### src/rtl/bp_pkg.sv
// Shared types for the branch predictor: table index width, update record,
// and the 2-bit saturating counter states held in the predictor table.
package bp_pkg;

  localparam int BP_IDX_W = 8;

  typedef struct packed {
    logic [BP_IDX_W-1:0] addr;
    logic                taken;
  } bp_update_t;

  typedef enum logic [1:0] {
    BP_STRONG_NT = 2'b00,
    BP_WEAK_NT   = 2'b01,
    BP_WEAK_T    = 2'b10,
    BP_STRONG_T  = 2'b11
  } bp_state_e;

  // Saturating counter step used by the table's read-modify-write
  function automatic bp_state_e bp_next_state(input bp_state_e cur, input logic taken);
    bp_state_e nxt;
    nxt = cur;
    if (taken && cur != BP_STRONG_T) begin
      nxt = bp_state_e'(cur + 2'b01);
    end else if (!taken && cur != BP_STRONG_NT) begin
      nxt = bp_state_e'(cur - 2'b01);
    end
    return nxt;
  endfunction

endpackage

### src/rtl/bp_upd_fifo.sv
// In-order FIFO of predictor updates; pointers wrap naturally because DEPTH
// is a power of two. Push when full and pop when empty are ignored.
module bp_upd_fifo
  import bp_pkg::*;
#(
  parameter int DEPTH = 4
) (
  input  logic                       clk,
  input  logic                       rst_n,
  input  logic                       push,
  input  bp_update_t                 din,
  input  logic                       pop,
  output bp_update_t                 dout,
  output logic                       full,
  output logic                       empty,
  output logic [$clog2(DEPTH+1)-1:0] count
);

  localparam int PTR_W = (DEPTH > 1) ? $clog2(DEPTH) : 1;
  localparam int CNT_W = $clog2(DEPTH+1);

  bp_update_t       mem [DEPTH];
  logic [PTR_W-1:0] wr_ptr;
  logic [PTR_W-1:0] rd_ptr;
  logic             do_push;
  logic             do_pop;

  assign full    = (count == CNT_W'(DEPTH));
  assign empty   = (count == '0);
  assign do_push = push && !full;
  assign do_pop  = pop && !empty;
  assign dout    = mem[rd_ptr];

  always_ff @(posedge clk or negedge rst_n) begin
    if (!rst_n) begin
      wr_ptr <= '0;
      rd_ptr <= '0;
      count  <= '0;
    end else begin
      if (do_push) wr_ptr <= wr_ptr + PTR_W'(1);
      if (do_pop)  rd_ptr <= rd_ptr + PTR_W'(1);
      count <= count + CNT_W'(do_push) - CNT_W'(do_pop);
    end
  end

  // Storage carries no reset; entries are only read once count covers them
  always_ff @(posedge clk) begin
    if (do_push) mem[wr_ptr] <= din;
  end

endmodule

### src/rtl/bp_update_arbiter.sv
// Round-robin arbiter feeding branch-resolution updates from two requesters
// through a small FIFO into the predictor table's single update port.
module bp_update_arbiter
  import bp_pkg::*;
#(
  parameter int DEPTH = 4,
  parameter int IDX_W = BP_IDX_W
) (
  input  logic                       clk,
  input  logic                       rst_n,
  input  logic                       req0_valid,
  input  logic [IDX_W-1:0]           req0_addr,
  input  logic                       req0_taken,
  output logic                       req0_ready,
  input  logic                       req1_valid,
  input  logic [IDX_W-1:0]           req1_addr,
  input  logic                       req1_taken,
  output logic                       req1_ready,
  input  logic                       pause,
  output logic [IDX_W-1:0]           w_addr,
  output logic                       did_branch,
  output logic                       we,
  output logic [$clog2(DEPTH+1)-1:0] count,
  output logic                       idle
);

  logic       last_grant;
  logic       cand;
  logic       fifo_full;
  logic       fifo_empty;
  logic       push;
  logic       pop;
  bp_update_t push_data;
  bp_update_t head;

  // On a conflict the requester that did not win last time goes first
  assign cand       = (req0_valid && req1_valid) ? ~last_grant : req1_valid;
  assign req0_ready = req0_valid && !cand && !fifo_full;
  assign req1_ready = req1_valid &&  cand && !fifo_full;
  assign push       = req0_ready || req1_ready;
  assign pop        = !fifo_empty && !pause;
  assign idle       = (count == '0) && !we;

  always_comb begin
    push_data       = '0;
    push_data.addr  = req1_ready ? req1_addr  : req0_addr;
    push_data.taken = req1_ready ? req1_taken : req0_taken;
  end

  bp_upd_fifo #(
    .DEPTH(DEPTH)
  ) u_fifo (
    .clk   (clk),
    .rst_n (rst_n),
    .push  (push),
    .din   (push_data),
    .pop   (pop),
    .dout  (head),
    .full  (fifo_full),
    .empty (fifo_empty),
    .count (count)
  );

  always_ff @(posedge clk or negedge rst_n) begin
    if (!rst_n) begin
      last_grant <= 1'b1;
      w_addr     <= '0;
      did_branch <= 1'b0;
      we         <= 1'b0;
    end else begin
      if (push) last_grant <= req1_ready;
      we <= pop;
      if (pop) begin
        w_addr     <= head.addr;
        did_branch <= head.taken;
      end
    end
  end

endmodule

### config.mk
export PLATFORM = sky130hd
export DESIGN_NAME = bp_update_arbiter
export DESIGN_NICKNAME = d
export VERILOG_FILES = /design/src/rtl/bp_pkg.sv /design/src/rtl/bp_upd_fifo.sv /design/src/rtl/bp_update_arbiter.sv
export SDC_FILE = /design/constraint.sdc
export NUM_CORES = 1
export LEC_CHECK = 0
export CORE_MARGIN = 2
export CORE_UTILIZATION = 56
export CTS_CLUSTER_DIAMETER = 120
export DETAILED_ROUTE_END_ITERATION = 8
export GPL_TIMING_DRIVEN = 0
export PLACE_DENSITY = 0.81
export SYNTH_ARGS = -nofsm -noshare
export SYNTH_HDL_FRONTEND = slang
export SYNTH_SLANG_ARGS = --single-unit
export TNS_END_PERCENT = 5
### constraint.sdc
create_clock -name clk -period 3.4 [get_ports clk]
set_input_delay 1.02 -clock clk [delete_from_list [all_inputs] [get_ports clk]]
set_output_delay 1.02 -clock clk [all_outputs]
set_load 0.01 [all_outputs]
==> results of run 1 <==
-- state kept, by name (all words and copies together), names as in the netlist --
register	cells
u_fifo.mem	36
w_addr	8
u_fifo.count	3
u_fifo.rd_ptr	2
u_fifo.wr_ptr	2
did_branch	1
last_grant	1
we	1
-- metal layers --
| layer | wire length, um | up-vias |
|---|---|---|
| met5 | 0 | - |
| met4 | 67 | 0 |
| met3 | 154 | 6 |
| met2 | 2230 | 30 |
| met1 | 1620 | 610 |
| li1 | - | 542 |
-- layout make-up --
class / count / area, sq um
sequential: 54 / 1530
fill: 257 / 1140
multi-input combinational: 56 / 677
timing repair buffer: 39 / 388
clock buffer: 6 / 72.6
tap: 50 / 62.6
inverter: 8 / 30.0
buffer: 4 / 28.8
clock inverter: 2 / 8.76
-- cells by family after synthesis --
group / after synthesis
adders and majority gates: 7
muxes: 28
buffers and inverters: 12
AOI/OAI and AO/OA: 4
and+or+nand+nor: 12
xor gates and xnor gates: 5
DFF: 54
-- worst min path at each step --
| stage | cells past startpoint | to | startpoint | slack, ps |
|---|---|---|---|---|
| CTS | 1 | w_addr[6]$_DFFE_PN0P_ | w_addr[6]$_DFFE_PN0P_ | 520 |
| detailed placement | 1 | w_addr[6]$_DFFE_PN0P_ | w_addr[6]$_DFFE_PN0P_ | 500 |
| global route | 1 | w_addr[6]$_DFFE_PN0P_ | w_addr[6]$_DFFE_PN0P_ | 530 |
| finish | 1 | w_addr[3]$_DFFE_PN0P_ | w_addr[3]$_DFFE_PN0P_ | 520 |
| floorplan | 2 | last_grant$_DFFE_PN1N_ | last_grant$_DFFE_PN1N_ | 510 |
| global placement | 1 | w_addr[6]$_DFFE_PN0P_ | w_addr[6]$_DFFE_PN0P_ | 490 |
-- through the flow --
| stage | std cells | worst slack, ps |
|---|---|---|
| 4_1_cts | 219 | 89.5 |
| 2_1_floorplan | 122 | 904 |
| 3_5_place_dp | 210 | -85.4 |
| 6_report | 219 | 64.5 |
| 3_3_place_gp | 210 | -36.7 |
| 5_1_grt | 219 | 5.55 |
-- report_power, final --
part,switching [W],internal (W),leakage (nW)
combinational,0.000424,0.000526,0.465
clock,0.000201,0.000142,0.0426
sequential,0.000115,0.000994,0.542
total,0.000741,0.00166,1.05
-- synthesized netlist by cell type (all sizes together) --
library cell,count,share of area (%)
a21oi,2,0.44
a31oi,1,0.28
and2,4,1.3
buf,4,1.3
dfrtp,17,19
dfstp,1,1.2
edfxtp,36,48
fa,1,0.88
ha,6,3.3
inv,8,1.3
mux2,19,9.6
mux4,9,8.9
nand2,2,0.33
nand3,1,0.77
nor2,1,0.17
nor3,1,0.22
nor3b,1,0.33
nor4,1,0.28
o21a,1,0.66
or3b,1,0.39
xnor2,2,0.77
xor2,3,1.2
==> impl_metrics.toml, run 1 <==
[outcome]
status = "complete, no violations"

[synthesis]
synthCells = 122
syn_area_per_cell_sq_um = 18.6
yosys.area_share.simple_pct = 3.81
synth_fa_ha_area_share_pct = 4.19
yosysSeqAreaShare_pct = 67.6
synth_nets = 152
synth_compound_area_share_pct = 1.38
synth_seq_cells = 54
yosysUniqueCellTypes = 25
synth.yosys.warnings = 0
syn_area_sq_mm = 0.00227
synth_top_family_by_area = "multiplexers"
synth_xor_area_share_pct = 1.93
muxShareOfSynthArea_pct = 18.5

[routing]
drtAntennaViolNets = 0
drtIter0Drc = 56
drc = 0
via_per_inst = 5.42
dr_total_vias = 1188
drt_first_pass_iters = 4
wl_mm = 4.07
wire_per_inst_um = 18.6

[grt]
grt_use_total_pct = 21.4
met2_usage_pct = 36.3
antenna_found_initial = 0
gr-usage-met3_pct = 6.83
gr-total-overflow = 0
grt_max_degree = 19
grt.busiest_layer = "met2"
grt_pass1_vias = 1274
use_met1_pct = 25.3
grt_pass1_wl_mm = 6.53

[worst_setup_path]
critPathLaunchType = "input pin"
cp_slowest_stage_delay_ps = 550
r2r_slack_ps = 1020
critPathTopFamily = "buffers and inverters"
cp_common_cell = "clkdlybuf4s50_1"
cp.depth = 4
crit_path_max_fanout = 4
crit_buf_inv = 2
worstSetupEndpoint = "req0_ready"
endpoint_kind = "primary output"
reg2regPathDepth = 9
cp_cell_sequence = "clkdlybuf4s50_1, nand2_1, a21oi_1, clkdlybuf4s50_1"
critPathSlowestCell = "clkdlybuf4s50_1"
crit_arrival_ps = 2320
path_class = "input pin to primary output"
r2r-start = "u_fifo.count[2]$_DFF_PN0_"
worst_r2r_endpoint = "u_fifo.count[2]$_DFF_PN0_"
required_ps = 2380
crit_path_start = "req0_valid"

[layout]
final_core_util_pct = 71.0
layout_commonest_cell = "clkdlybuf4s50_1"
final_area_sq_mm = 0.00280
drive_above_1_share_pct = 27.2
syn_to_final_growth_pct = 23.4
final_cell_mix = "clkdlybuf4s50_1, edfxtp_1, mux2_2"
antennaDiodeCount = 0
nNetsFinal = 198

[timing]
rsz0062_at_grt = "false"
holdWs_ps = 517
max_slew_margin_pct = 41.0
slew_violations = 0
setup_viol = 0
hold_viol_final = 0
fin_crit_ps = 3340
finalClockSkew_ps = 11.9
worstMarginPinSlew_ps = 882
post-route-period-util_pct = 98.1
max_freq_mhz = 300
setup_tns_ps = 0

[clocking]
cts_buffers = 5
cts_hold_buf = 0
clk_pin_slew_ps = 80
clk_latency_ps = 310
clkSinkCount = 54
htree_levels = 2
cts_root_buf = "clkbuf_8"
max-clock-path-buffers = 2
cts_tree = "yes"
post_cts_buffers = 1
cts_resized = 0

[pwr]
power.total_w = 0.00240
ir_worst_vdd_mv = 0.385
total_leakage_power_nw = 1.05
power.density_mw_per_mm2 = 858

[die]
fp.dieH_um = 67.6
initial_core_util_pct = 57.5
fp.dieW_um = 67.6
io-pin-count = 39
row_count = 23
die-area_sq_mm = 0.00458
design.core.area_sq_mm = 0.00394

[placement]
place.gp.congestion = 0.664
dpl_cell_area_sq_mm = 0.00271
hpwlAfterDp_mm = 2.69
port_buffers = 38

[flow_run]
drv_cap = 0

[min_path]
hold_class = "flop to flop"
(Power assumes the default switching activity.)
==> run 2, diff against run 1 <==
--- a/config.mk
+++ b/config.mk
@@ -5,7 +5,7 @@
 export SDC_FILE = /design/constraint.sdc
 export NUM_CORES = 1
 export LEC_CHECK = 0
-export CORE_MARGIN = 2
+export CORE_MARGIN = 1
 export CORE_UTILIZATION = 56
 export CTS_CLUSTER_DIAMETER = 120
 export DETAILED_ROUTE_END_ITERATION = 8
==> run 2 against run 1 <==
  * Via count grew 1.6%
  * Critical endpoint is now req1_ready
  * Sequential share of layout area fell by 0.12 points
  * Non-clock buffer count did not move
  * Sequential power about the same
  * Worst hold slack better by 1.4 ps
  * First-iteration DRC count is 34% lower
  * Global-route usage down 0.75 points
  * Core utilization up 3.4 points
  * Final area is 0.22% higher
  * Sequential cell count unchanged
  * Highest routed layer unchanged
==> impl_metrics.toml, run 2 (synthesized netlist as in run 1, its figures left out) <==
[outcome]
status = "complete, no violations"

[timing]
max_freq_mhz = 298
slew_violations = 0
worst_slack_ps = 48.6
fin_crit_ps = 3350
setup_viol = 0
max_slew_margin_pct = 42.8
rsz0062_at_grt = "true"
post-route-period-util_pct = 98.6
finalClockSkew_ps = 11.2
hold_viol_final = 0
worstMarginPinSlew_ps = 855

[layout]
drive_above_1_share_pct = 28.4
nNetsFinal = 198
layout_commonest_cell = "clkdlybuf4s50_1"
top_register = "u_fifo.mem"
largest_register_ffs = 36
antennaDiodeCount = 0
final_core_util_pct = 74.4
reg_top3 = "u_fifo.mem (36), w_addr (8), u_fifo.count (3)"
syn_to_final_growth_pct = 23.7
final_cell_mix = "clkdlybuf4s50_1, edfxtp_1, mux2_2"

[grt]
gr-usage-met3_pct = 5.03
antenna_found_initial = 0
grt_use_total_pct = 20.6
grt_max_degree = 19
gr-total-overflow = 0
grt_pass1_vias = 1222
grt.busiest_layer = "met2"
met2_usage_pct = 34.6
grt_pass1_wl_mm = 6.15
use_met1_pct = 26.8

[die]
row_count = 22
io-pin-count = 39
die-area_sq_mm = 0.00431
initial_core_util_pct = 60.2
design.core.area_sq_mm = 0.00377
fp.dieH_um = 65.6
fp.dieW_um = 65.6

[routing]
wire_per_inst_um = 17.6
dr_total_vias = 1207
via_per_inst = 5.56
drc = 0
drtIter0Drc = 37
drtAntennaViolNets = 0
wl_mm = 3.81
drt_first_pass_iters = 4

[min_path]
hold_class = "flop to flop"

[clocking]
cts_hold_buf = 0
max-clock-path-buffers = 2
clkSinkCount = 54
cts_tree = "yes"
htree_levels = 2
clk_pin_slew_ps = 100
cts_root_buf = "clkbuf_8"
cts_buffers = 5
clk_latency_ps = 310

[pwr]
total_leakage_power_nw = 1.07
power.density_mw_per_mm2 = 856
ir_worst_vdd_mv = 0.473

[placement]
hpwlAfterDp_mm = 2.62
dp_slack_ps = -120
port_buffers = 38
place.gp.congestion = 0.659

[worst_setup_path]
cp_slowest_stage_delay_ps = 520
cp_cell_sequence = "clkdlybuf4s50_1, nand2_1, nand3_4, inv_1, clkdlybuf4s50_1"
crit_arrival_ps = 2330
critPathTopFamily = "buffers and inverters"
required_ps = 2380
crit_buf_inv = 3
critPathLaunchType = "input pin"
crit_path_max_fanout = 4
cp_common_cell = "clkdlybuf4s50_1"
endpoint_kind = "primary output"
path_class = "input pin to primary output"
critPathSlowestCell = "clkdlybuf4s50_1"

[flow_run]
drv_cap = 0
## run 2: final timing paths
| kind | start | endpoint | slack [ps] | cells after the start |
|---|---|---|---|---|
| setup / recovery | req0_valid | req1_ready | 50 | 5 |
| hold / removal | did_branch$_DFFE_PN0P_ | did_branch$_DFFE_PN0P_ | 520 | 1 |
| setup reg to reg | u_fifo.count[1]$_DFF_PN0_ | u_fifo.count[2]$_DFF_PN0_ | 1060 | 9 |
| hold reg to reg | did_branch$_DFFE_PN0P_ | did_branch$_DFFE_PN0P_ | 520 | 1 |
| max in group asynchronous | rst_n | w_addr[7]$_DFFE_PN0P_ | 1680 | 1 |
| min in group asynchronous | rst_n | u_fifo.rd_ptr[1]$_DFFE_PN0P_ | 1190 | 1 |
## run 2: per-layer routing
layer,vias up,share of wire [%]
met1,626,42
met5,-,0
met4,0,1.0
met3,3,3.7
li1,547,-
met2,31,53
## run 2: worst register-to-register path: stages, from the launching register on
cell and delay [ps]:
dfrtp_1 450, nor3_1 270, nor2_1 90, buf_2 230, ha_1 310, inv_1 40, ha_1 180, fa_1 380
xor2_1 160, xnor2_1 130
## run 2: through the flow
step,TNS (ps),hold WS (ps),area [sq um],instances,power (W)
floorplan,0,511,2270,122,0.00170
CTS,0,525,2800,217,0.00243
finish,0,518,2810,217,0.00240
detailed placement,-120,504,2710,208,0.00208
global route,-7.88,538,2810,217,0.00255
global placement,-68.5,490,2710,208,0.00201
## run 2: cell type report
type	count	area (sq um)
Sequential cell	54	1530
Fill cell	221	965
Multi-Input combinational cell	56	677
Timing Repair Buffer	39	390
Clock buffer	5	68.8
Tap cell	48	60.1
Inverter	8	30.0
Buffer	4	28.8
Clock inverter	3	18.8
## run 2: what timing repair did
item	CTS	global route
endpoints found under the setup margin	1	2
setup buffers	1	0
gates resized for setup	0	1
pin swaps	1	0
endpoints found under the hold margin	0	0
## run 2: power breakdown
part	internal (W)	switching (W)	leakage, nW
clock network	0.000145	0.000204	0.0483
logic	0.000525	0.000422	0.477
registers	0.000993	0.000112	0.542
total	0.00166	0.000738	1.07
